--- src/rtl/bus_seq_pkg.sv ---
// bus_seq_pkg: shared state encoding, bus index constants and decoded-instruction type
// for the 8-bit internal-bus microsequencer. SEQ_SINGLE_STEP_EN adds the STEP_WAIT state.
package bus_seq_pkg;
  localparam int SRC_N = 8;
  localparam int DST_N = 8;
  typedef enum logic [3:0] {
    S_IDLE, S_F1, S_F2, S_F3, S_DEC, S_MOV, S_J1, S_J2, S_J3, S_HALT,
`ifdef SEQ_SINGLE_STEP_EN
    S_STEP_WAIT,
`endif
    S_GRANT
  } state_t;
  localparam logic [2:0] SRC_PC = 3'd0, SRC_MDR = 3'd1, SRC_ACC = 3'd2, SRC_INREG = 3'd3;
  localparam logic [2:0] SRC_KEYCH = 3'd4, SRC_TMP = 3'd5, SRC_CREG = 3'd6, SRC_DREG = 3'd7;
  localparam logic [2:0] DST_MAR = 3'd0, DST_IR = 3'd1, DST_PC = 3'd2, DST_BREG = 3'd3;
  localparam logic [2:0] DST_TMP = 3'd4, DST_CREG = 3'd5, DST_DREG = 3'd6, DST_OUTREG = 3'd7;
  localparam logic [1:0] OP_NOP = 2'b00, OP_MOV = 2'b01, OP_JMP = 2'b10, OP_EXT = 2'b11;
  localparam logic [7:0] HLT_CODE = 8'hFF;
  typedef struct packed {
    logic [1:0] cls;
    logic [2:0] src;
    logic [2:0] dst;
    logic       is_hlt;
    logic       is_illegal;
  } dec_t;
endpackage

--- src/rtl/bus_move_sequencer_if.sv ---
// bus_move_sequencer_if: sequencer <-> datapath signal bundle.
// master (sequencer): in start, ir_in, ext_req [, step]; out ext_gnt, src_oen, dst_inen,
// rom_en, mdr_inen, pc_inc, busy, halted, instr_done, illegal. slave is the mirror.
// SEQ_SINGLE_STEP_EN adds the step input.
interface bus_move_sequencer_if;
  import bus_seq_pkg::*;
  logic             start;
  logic [7:0]       ir_in;
  logic             ext_req;
  logic             ext_gnt;
  logic [SRC_N-1:0] src_oen;
  logic [DST_N-1:0] dst_inen;
  logic             rom_en;
  logic             mdr_inen;
  logic             pc_inc;
  logic             busy;
  logic             halted;
  logic             instr_done;
  logic             illegal;
`ifdef SEQ_SINGLE_STEP_EN
  logic             step;
`endif
  modport master (
`ifdef SEQ_SINGLE_STEP_EN
    input step,
`endif
    input start, ir_in, ext_req,
    output ext_gnt, src_oen, dst_inen, rom_en, mdr_inen, pc_inc, busy, halted, instr_done, illegal
  );
  modport slave (
`ifdef SEQ_SINGLE_STEP_EN
    output step,
`endif
    output start, ir_in, ext_req,
    input ext_gnt, src_oen, dst_inen, rom_en, mdr_inen, pc_inc, busy, halted, instr_done, illegal
  );
endinterface

--- src/rtl/bus_seq_decode.sv ---
// bus_seq_decode: combinational IR decode.
// in ir_in[7:0]; out dec {cls, src, dst, is_hlt, is_illegal}; 11xxxxxx folds to NOP class.
module bus_seq_decode
  import bus_seq_pkg::*;
(
  input  logic [7:0] ir_in,
  output dec_t       dec
);
  always_comb begin
    dec.cls        = ir_in[7:6] == OP_EXT ? OP_NOP : ir_in[7:6];
    dec.src        = ir_in[5:3];
    dec.dst        = ir_in[2:0];
    dec.is_hlt     = ir_in == HLT_CODE;
    dec.is_illegal = (ir_in[7:6] == OP_EXT && ir_in != HLT_CODE) ||
                     (ir_in[7:6] == OP_MOV && ir_in[2:0] == DST_IR);
  end
endmodule

--- src/rtl/bus_move_sequencer.sv ---
// bus_move_sequencer: fetch/decode/execute microsequencer for the 8-bit internal bus.
// in clk, reset_n (async, active low); bus (master modport): start, ir_in, ext_req in;
// one-hot src_oen/dst_inen, rom_en, mdr_inen, pc_inc, ext_gnt, busy, halted,
// instr_done, illegal out. SEQ_SINGLE_STEP_EN adds step input and STEP_WAIT state.
module bus_move_sequencer
  import bus_seq_pkg::*;
(
  input logic                  clk,
  input logic                  reset_n,
  bus_move_sequencer_if.master bus
);
  state_t state, state_d, ret, ret_d, after;
  logic   ill_q, mov_ok;
  dec_t   d;
  bus_seq_decode u_decode (.ir_in(bus.ir_in), .dec(d));
`ifdef SEQ_SINGLE_STEP_EN
  localparam state_t CONT = S_STEP_WAIT;
  logic step_q;
  always_ff @(posedge clk or negedge reset_n)
    if (!reset_n) step_q <= 1'b0;
    else step_q <= bus.step;
`else
  localparam state_t CONT = S_F1;
`endif
  // where an instruction ending this cycle goes next (also the GRANT return point)
  assign after = (state == S_DEC && d.is_hlt) ? S_HALT : CONT;
  always_comb begin
    state_d = state;
    ret_d   = ret;
    case (state)
      S_IDLE, S_HALT:
        if (bus.ext_req) begin
          state_d = S_GRANT;
          ret_d   = state;
        end else if (bus.start) state_d = S_F1;
      S_F1: state_d = S_F2;
      S_F2: state_d = S_F3;
      S_F3: state_d = S_DEC;
      S_DEC, S_MOV, S_J3:
        if (state == S_DEC && d.cls == OP_MOV) state_d = S_MOV;
        else if (state == S_DEC && d.cls == OP_JMP) state_d = S_J1;
        else if (bus.ext_req) begin
          state_d = S_GRANT;
          ret_d   = after;
        end else state_d = after;
      S_J1: state_d = S_J2;
      S_J2: state_d = S_J3;
      S_GRANT: if (!bus.ext_req) state_d = ret;
`ifdef SEQ_SINGLE_STEP_EN
      S_STEP_WAIT:
        if (bus.ext_req) begin
          state_d = S_GRANT;
          ret_d   = S_STEP_WAIT;
        end else if (bus.step && !step_q) state_d = S_F1;
`endif
      default: state_d = S_IDLE;
    endcase
  end
  always_ff @(posedge clk or negedge reset_n)
    if (!reset_n) begin
      state <= S_IDLE;
      ret   <= S_IDLE;
      ill_q <= 1'b0;
    end else begin
      state <= state_d;
      ret   <= ret_d;
      ill_q <= ill_q | (state == S_DEC && d.is_illegal);
    end
  // MOV into IR would corrupt the instruction being executed, so it drives nothing
  assign mov_ok = state == S_MOV && !d.is_illegal;
  assign bus.src_oen = (state == S_F1 || state == S_J1) ? SRC_N'(1) << SRC_PC :
                       (state == S_F3 || state == S_J3) ? SRC_N'(1) << SRC_MDR :
                       mov_ok ? SRC_N'(1) << d.src : '0;
  assign bus.dst_inen = (state == S_F1 || state == S_J1) ? DST_N'(1) << DST_MAR :
                        state == S_F3 ? DST_N'(1) << DST_IR :
                        state == S_J3 ? DST_N'(1) << DST_PC :
                        mov_ok ? DST_N'(1) << d.dst : '0;
  assign bus.rom_en     = state == S_F2 || state == S_J2;
  assign bus.mdr_inen   = state == S_F2 || state == S_J2;
  assign bus.pc_inc     = state == S_F2;
  assign bus.ext_gnt    = state == S_GRANT;
  assign bus.halted     = state == S_HALT;
  assign bus.instr_done = (state == S_DEC && d.cls == OP_NOP) || state == S_MOV || state == S_J3;
  assign bus.illegal    = ill_q;
`ifdef SEQ_SINGLE_STEP_EN
  assign bus.busy = !(state inside {S_IDLE, S_HALT, S_GRANT, S_STEP_WAIT});
`else
  assign bus.busy = !(state inside {S_IDLE, S_HALT, S_GRANT});
`endif
endmodule

--- src/flat_wrapper.sv ---
// flat-port wrapper written by rule: the top's interface ports become plain ports
module bus_move_sequencer_flat import bus_seq_pkg::*;
  (clk, reset_n, bus_start, bus_ir_in, bus_ext_req, bus_ext_gnt, bus_src_oen, bus_dst_inen, bus_rom_en, bus_mdr_inen, bus_pc_inc, bus_busy, bus_halted, bus_instr_done, bus_illegal);
  bus_move_sequencer_if bus_i ();
  input logic clk;
  input logic reset_n;
  input wire logic [$bits(bus_i.start)-1:0] bus_start;
  input wire logic [$bits(bus_i.ir_in)-1:0] bus_ir_in;
  input wire logic [$bits(bus_i.ext_req)-1:0] bus_ext_req;
  output wire logic [$bits(bus_i.ext_gnt)-1:0] bus_ext_gnt;
  output wire logic [$bits(bus_i.src_oen)-1:0] bus_src_oen;
  output wire logic [$bits(bus_i.dst_inen)-1:0] bus_dst_inen;
  output wire logic [$bits(bus_i.rom_en)-1:0] bus_rom_en;
  output wire logic [$bits(bus_i.mdr_inen)-1:0] bus_mdr_inen;
  output wire logic [$bits(bus_i.pc_inc)-1:0] bus_pc_inc;
  output wire logic [$bits(bus_i.busy)-1:0] bus_busy;
  output wire logic [$bits(bus_i.halted)-1:0] bus_halted;
  output wire logic [$bits(bus_i.instr_done)-1:0] bus_instr_done;
  output wire logic [$bits(bus_i.illegal)-1:0] bus_illegal;
  assign bus_i.start = bus_start;
  assign bus_i.ir_in = bus_ir_in;
  assign bus_i.ext_req = bus_ext_req;
  assign bus_ext_gnt = bus_i.ext_gnt;
  assign bus_src_oen = bus_i.src_oen;
  assign bus_dst_inen = bus_i.dst_inen;
  assign bus_rom_en = bus_i.rom_en;
  assign bus_mdr_inen = bus_i.mdr_inen;
  assign bus_pc_inc = bus_i.pc_inc;
  assign bus_busy = bus_i.busy;
  assign bus_halted = bus_i.halted;
  assign bus_instr_done = bus_i.instr_done;
  assign bus_illegal = bus_i.illegal;
  bus_move_sequencer u_core (.clk(clk), .reset_n(reset_n), .bus(bus_i));
endmodule
--- config.mk ---
export PLATFORM = sky130hd
export DESIGN_NAME = bus_move_sequencer_flat
export DESIGN_NICKNAME = d
export VERILOG_FILES = /design/src/rtl/bus_seq_pkg.sv /design/src/rtl/bus_move_sequencer_if.sv /design/src/rtl/bus_seq_decode.sv /design/src/rtl/bus_move_sequencer.sv /design/src/flat_wrapper.sv
export SDC_FILE = /design/constraint.sdc
export NUM_CORES = 1
export LEC_CHECK = 0
export BUFFER_PORTS_ARGS = -buffer_cell sky130_fd_sc_hd__buf_2
export CORE_ASPECT_RATIO = 1.4
export CORE_UTILIZATION = 47
export DETAILED_ROUTE_END_ITERATION = 16
export PLACE_DENSITY_LB_ADDON = 0.3
export SLEW_MARGIN = 10
export SYNTH_ARGS = -nofsm -noshare
export SYNTH_HDL_FRONTEND = slang
export SYNTH_SLANG_ARGS = --single-unit
--- constraint.sdc ---
create_clock -name clk -period 1.54 [get_ports clk]
set_input_delay 0.154 -clock clk [delete_from_list [all_inputs] [get_ports clk]]
set_output_delay 0.154 -clock clk [all_outputs]
set_load 0.02 [all_outputs]
==> impl_metrics.toml, run 1 <==
[synthesis]
synth_top_area_share_pct = 21.7
synth_top_cell_by_area = "dfrtp_1"
yosys_warnings = 0
synth_area_leaders = "dfrtp_1 (22%), ha_1 (4.8%), inv_1 (4.0%)"
ys_types = 49
synth-main-ff-cell = "dfrtp_1"
synth_seq_cells = 9
synth_nets = 153
avgSynthCellArea_um2 = 7.59
async_flop_share_pct = 100
synth-seq-area-share_pct = 21.7
syn_area_um2 = 1040
synth_common_cells = "inv_1 (11), nor2_1 (11), dfrtp_1 (9)"
synth_cells = 137
synth_edf_count = 0

[placement]
dp_cells = 209
placed_area_um2 = 1490
place_congestion = 0.952
dpl.hpwl_mm = 2.68
portBuffers = 35

[floorplan]
die_h_um = 57.7
fp.dieW_um = 41.8
io_pins = 36
rows = 19
initial_core_util_pct = 51.5

[sta]
postGrtWorstEndpoint = "bus_dst_inen[0]"
worst-ep-kind = "output port"

[clock_network]
cts_root_buf = "clkbuf_4"
cts_buffers = 3
clock-sinks = 9
cts_max_level = 1
clock_path_buffers = 2

[outcome]
status = "aborted with a tool error"
haltStage = "5_1_grt"
firstError = "[ERROR GRT-0232] Routing congestion too high. Check the congestion heatmap in the GUI."

[global_routing]
overflow = 11
grt_start_max_net_pins = 13
grt_use_total_pct = 61.5
## metal layers
metal	global-route usage (%)	overflow
met1	63.4	0
met2	88.2	6
met3	24.9	0
met4	69.1	5
met5	0	0
## kinds of logic after synthesis
kind of cell | share of synthesized area (%)
muxes | 3.37
buffers and inverters | 8.90
xor gates and xnor gates | 0.843
adders and majority gates | 4.81
and+or+nand+nor | 35.7
DFF | 21.7
AOI/OAI and AO/OA | 24.7
## metrics by stage
stage	util [%]	setup slack, ns	hold slack [ns]	TNS [ns]
floorplan	-	-0.164	-0.142	-0.282
global placement	73.6	-0.00296	0.00488	-0.00406
detailed placement	73.6	-0.0654	0.00681	-0.311
CTS	88.2	-0.187	0.255	-2.75
## what timing repair did
action                                 in CTS
endpoints found under the hold margin       9
hold buffers                                1
pin swaps                                  15
resized for setup                          47
buffers inserted                           10
setup endpoints to repair                  25
==> run 2, diff against run 1 <==
--- a/config.mk
+++ b/config.mk
@@ -6,10 +6,10 @@
 export NUM_CORES = 1
 export LEC_CHECK = 0
 export BUFFER_PORTS_ARGS = -buffer_cell sky130_fd_sc_hd__buf_2
-export CORE_ASPECT_RATIO = 1.4
-export CORE_UTILIZATION = 47
+export CORE_AREA = 2 2 63 65
 export DETAILED_ROUTE_END_ITERATION = 16
-export PLACE_DENSITY_LB_ADDON = 0.3
+export DIE_AREA = 0 0 65 67
+export PLACE_DENSITY_LB_ADDON = 0.15
 export SLEW_MARGIN = 10
 export SYNTH_ARGS = -nofsm -noshare
 export SYNTH_HDL_FRONTEND = slang
==> run 2 against run 1 <==
Net effect:
- the flow now finishes, with violations (setup timing)
- synthesized cell count unchanged
- synthesized area stayed put
==> impl_metrics.toml, run 2 <==
[outcome]
status = "complete, but fails checks"
failed_checks = "setup timing"

[power]
p_sw_w = 0.00144
p_seq_share_pct = 13.2
p_int_w = 0.00184
p_leak_nw = 0.939
combPwrFrac_pct = 78.9
ir_drop_mv = 1.28
power_frac_clock_pct = 7.9
swShare_pct = 43.9
powerDensity_nw_per_um2 = 1590

[synthesis]
syn_area_um2 = 1040
synth_area_leaders = "dfrtp_1 (22%), ha_1 (4.8%), inv_1 (4.0%)"
avgSynthCellArea_um2 = 7.59
async_flop_share_pct = 100
synth_seq_cells = 9
synth-main-ff-cell = "dfrtp_1"
synth_top_cell_by_area = "dfrtp_1"
yosys_warnings = 0
synth-seq-area-share_pct = 21.7
synth_nets = 153
synth_top_area_share_pct = 21.7
synth_cells = 137
synth_edf_count = 0
synth_common_cells = "inv_1 (11), nor2_1 (11), dfrtp_1 (9)"
ys_types = 49

[cells_and_area]
final_cell_mix = "buf_4 (48), buf_6 (21), buf_2 (17)"
antenna_cells = 0
final_common_cell = "buf_4"
fin_cells = 268
final_nets = 237
drive_gt1_share_pct = 59.1
area_growth_pct = 98.2
nFillCells = 317

[clock_network]
clock_path_buffers = 2
cts_root_buf = "clkbuf_8"
clkTransAtPathRegs_ns = 0.04
clock_latency_ns = 0.22
clock-sinks = 9
cts_buffers = 3
cts_tree = "built"
cts_max_level = 1

[setup_path]
crit_family = "flip-flops"
crit_chain = "buf_6, or2b_1, mux2i_1, nand2_1, o31ai_1, buf_2"
cp_max_fo = 4
slowest_stage = "dfrtp_1"
crit_buf_inv = 2
crit_path_max_incr_delay_ns = 0.43
critPathCaptureType = "output pin"
critPathRequiredTime_ns = 1.39
cp-start-kind = "register"
cp.arrival_ns = 1.58
critPathKind = "register to output pin"

[global_routing]
grt_antenna_before_repair = 0
grt_start_max_net_pins = 13
grt_use_total_pct = 17.7
grt_pass1_vias = 1388
overflow = 0
grt_pass1_wl_mm = 6.19

[floorplan]
fp.dieW_um = 65
die_h_um = 67
design.core.area_um2 = 3610
dieArea_um2 = 4360
initial_core_util_pct = 28.8
io_pins = 36
rows = 22

[placement]
place_worst_setup_slack_ns = -0.0682
dpl.hpwl_mm = 2.84
place_congestion = 0.883
dp_cells = 246
portBuffers = 35

[drt]
drtPass1Iterations = 4
drc = 0
dr.first_iter.drc_count = 74
antenna_left = 0
totalWireLength_mm = 4.02
via_count = 1418
wl_per_cell_um = 15.0
viasPerCell = 5.29

[sta]
fmax_mhz = 576
drv_slew = 0
rsz0062_at_grt = "true"
setup_viol = 24
fin_skew_ns = 0.00120
worst_slack_ns = -0.195
tightest_slew_ns = 0.312
period_needed_ns = 1.73
slew_headroom_pct = 79.0
hold_viol = 0
finalCritPeriodShare_pct = 113

[job]
cap_violations = 0

[hold_path]
hold_class = "primary input to async pin"
[run 2: cells by family after synthesis]
family / synth area share (%)
muxes: 3.37
buffers and inverters: 8.90
DFF: 21.7
and+or+nand+nor: 35.7
xor gates and xnor gates: 0.843
adders and majority gates: 4.81
AOI/OAI and AO/OA: 24.7
[run 2: final timing paths]
path / slack [ns] / endpoint / cells after the start / from
setup reg to reg: -0.10 / u_core.state[1] / 6 / u_core.state[0]
max in group asynchronous: 1.05 / u_core.state[2] / 2 / reset_n
hold reg to reg: 0.46 / u_core.bus.illegal / 1 / u_core.bus.illegal
setup / recovery: -0.19 / bus_dst_inen[0] / 6 / u_core.state[1]
min in group clk: 0.34 / u_core.ret[0] / 3 / bus_ext_req
hold / removal: 0.31 / u_core.state[3] / 2 / reset_n
[run 2: power groups by stage]
stage	clock, W	combinational, W	sequential, W
final	0.000260	0.00258	0.000431
after detailed placement	0	0.00179	0.000421
after global routing	0.000283	0.00276	0.000443
after floorplan	0	0.00113	0.000421
after global placement	0	0.00180	0.000422
after CTS	0.000264	0.00228	0.000425
[run 2: metrics by stage]
step	power [W]	util, %	area, um2	TNS, ns	hold slack [ns]
after floorplan	0.00155	-	1160	-0.282	-0.142
after global placement	0.00222	44.6	1610	-0.253	0.00656
after detailed placement	0.00222	44.6	1610	-0.237	0.0134
after CTS	0.00296	53.4	1930	-2.79	0.310
after global routing	0.00348	57.1	2060	-4.80	0.316
final	0.00327	57.1	2060	-3.22	0.306
[run 2: area by class of cell]
class	instances	area, um2	share of cell area (%)
sequential	9	228	11.1
multi-input combinational	107	955	46.3
tap	48	60.1	2.91
clock buffer	4	45.0	2.19
inverter	11	41.3	2.00
timing repair buffer	89	732	35.5
[run 2: timing repair]
| action | CTS | global route |
|---|---|---|
| pin swaps | 10 | 7 |
| hold buffers | 1 | 0 |
| hold endpoints to repair | 9 | 0 |
| endpoints found under the setup margin | 24 | 26 |
| setup buffers | 10 | 6 |
| cloned | 0 | 1 |
| resized for setup | 53 | 17 |
[run 2: metal layers]
metal,global-route usage [%],vias to the layer above,part of all wire (%)
li1,-,674,-
met1,21.8,690,42
met2,33.4,42,52
met3,1.52,12,4.0
met4,3.46,0,2.5
met5,0,-,0
Note: power is estimated with default switching activity, not from simulation.
==> run 3, diff against run 2 <==
--- a/config.mk
+++ b/config.mk
@@ -5,12 +5,14 @@
 export SDC_FILE = /design/constraint.sdc
 export NUM_CORES = 1
 export LEC_CHECK = 0
-export BUFFER_PORTS_ARGS = -buffer_cell sky130_fd_sc_hd__buf_2
+export BUFFER_PORTS_ARGS = -buffer_cell sky130_fd_sc_hd__buf_4
 export CORE_AREA = 2 2 63 65
 export DETAILED_ROUTE_END_ITERATION = 16
 export DIE_AREA = 0 0 65 67
 export PLACE_DENSITY_LB_ADDON = 0.15
+export RECOVER_POWER = 100
 export SLEW_MARGIN = 10
 export SYNTH_ARGS = -nofsm -noshare
 export SYNTH_HDL_FRONTEND = slang
 export SYNTH_SLANG_ARGS = --single-unit
+export TNS_END_PERCENT = 5
==> run 3 against run 2 <==
Net effect:
- the flow still finishes with violations (setup timing)
- first-iteration DRC count shrank 22%
- final cell count shrank 9.0%
- register-to-register slack gained 0.06 ns
- largest cell class unchanged
- sequential power shrank 8.1%
- routed wire length shrank 18%
- largest power group unchanged
- setup slack gained 0.084 ns
- sequential share of layout area grew 1.9 points
- clock skew is essentially flat
- fmax grew 5.1%
- clock power is essentially flat
- total power shrank 16%
- critical path depth is the same
==> impl_metrics.toml, run 3 (synthesized netlist as in run 2, its figures left out) <==
[outcome]
status = "complete, but fails checks"
failed_checks = "setup timing"

[cells_and_area]
drive_gt1_share_pct = 49.0
final_common_cell = "buf_4"
final_nets = 213
area_growth_pct = 68.1
antenna_cells = 0
nFillCells = 368
final_cell_mix = "buf_4 (50), inv_1 (11), nor2_1 (10)"
post-route-util_pct = 48.5
fin_cells = 244

[sta]
worst_slack_ns = -0.111
fmax_mhz = 606
slew_headroom_pct = 67.0
fin_skew_ns = 0.00132
fin_tns_setup_ns = -1.06
setup_viol = 18
rsz0062_at_grt = "true"
finalCritPeriodShare_pct = 107
drv_slew = 0
tightest_slew_ns = 0.495
hold_viol = 0
period_needed_ns = 1.65

[setup_path]
slowest_stage = "dfrtp_1"
critPathCaptureType = "output pin"
crit_chain = "buf_6, or2b_1, mux2i_1, nand2_1, o31ai_1, buf_4"
critPathKind = "register to output pin"
cp.arrival_ns = 1.50
crit_path_max_incr_delay_ns = 0.37
crit_family = "simple AND/OR/NAND/NOR gates"
cp_max_fo = 4
cp-start-kind = "register"
crit_buf_inv = 2
critPathRequiredTime_ns = 1.39

[global_routing]
grt_pass1_vias = 1161
met3_usage_pct = 1.69
use_met2_pct = 28.9
overflow = 0
grt_start_max_net_pins = 14
grt_antenna_before_repair = 0
grt_busiest_layer = "met2"
grt_use_total_pct = 15.6
use_met1_pct = 19.8
grt_pass1_wl_mm = 5.38

[placement]
place_congestion = 0.800
place_worst_setup_slack_ns = -0.0590
dp_cells = 234
portBuffers = 35
dpl.hpwl_mm = 2.63

[clock_network]
clock_path_buffers = 2
cts_buffers = 3
clkTransAtPathRegs_ns = 0.04
clock-sinks = 9
cts_max_level = 1
cts_root_buf = "clkbuf_8"
cts_tree = "built"
clock_latency_ns = 0.22

[floorplan]
fp.dieW_um = 65
io_pins = 36
rows = 22
design.core.area_um2 = 3610
die_h_um = 67
initial_core_util_pct = 28.8
dieArea_um2 = 4360

[drt]
totalWireLength_mm = 3.30
dr.first_iter.drc_count = 58
drc = 0
antenna_left = 0
drtPass1Iterations = 4
wl_per_cell_um = 13.5
via_count = 1232
viasPerCell = 5.05

[power]
powerDensity_nw_per_um2 = 1570
p_leak_nw = 0.785
ir_drop_mv = 0.900

[hold_path]
hold_class = "primary input to register"

[job]
cap_violations = 0
[run 3: final timing paths]
path | slack, ns | to | from | cells after the start
max | -0.11 | bus_dst_inen[0] | u_core.state[1] | 6
min | 0.22 | u_core.ret[0] | bus_ext_req | 2
min reg2reg | 0.45 | u_core.bus.illegal | u_core.bus.illegal | 1
max in group asynchronous | 0.78 | u_core.state[0] | reset_n | 2
max reg2reg | -0.04 | u_core.ret[3] | u_core.state[0] | 5
min in group asynchronous | 0.40 | u_core.ret[3] | reset_n | 2
[run 3: report_power, final]
| part | internal [W] | switching, W |
|---|---|---|
| clock network | 0.000179 | 0.0000809 |
| logic | 0.00103 | 0.00106 |
| registers | 0.000323 | 0.0000731 |
[run 3: final cells by class]
class	count	area, um2	share of cell area, %
multi-input cells	107	856	49.0
repair buffers	65	519	29.7
flip-flops and latches	9	226	13.0
well taps	48	60.1	3.44
clock buffers	4	45.0	2.58
inverters	11	41.3	2.36
[run 3: worst register-to-register path, cell delays in order (launching register included)]
cell,delay [ns]
dfrtp_2,0.45
buf_6,0.14
buf_6,0.12
a211o_1,0.24
a21o_1,0.20
mux2_4,0.31
[run 3: repair_timing]
action,4_1_cts,5_1_grt
resized for setup,26,8
hold buffers,1,0
setup buffers,5,0
pin swaps,7,1
setup endpoints to repair,18,25
endpoints found under the hold margin,9,0
[run 3: routing by layer]
layer,up-vias,part of all wire (%)
met3,2,5.8
met1,573,44
met4,0,0.48
met5,-,0
met2,34,50
li1,623,-
[run 3: per-stage QoR]
| step | hold slack, ns | total power [W] | instance area, um2 |
|---|---|---|---|
| CTS | 0.212 | 0.00273 | 1720 |
| global route | 0.246 | 0.00296 | 1750 |
| floorplan | -0.142 | 0.00148 | 1070 |
| finish | 0.222 | 0.00275 | 1750 |
| global placement | -0.0174 | 0.00219 | 1520 |
| detailed placement | -0.0154 | 0.00219 | 1520 |
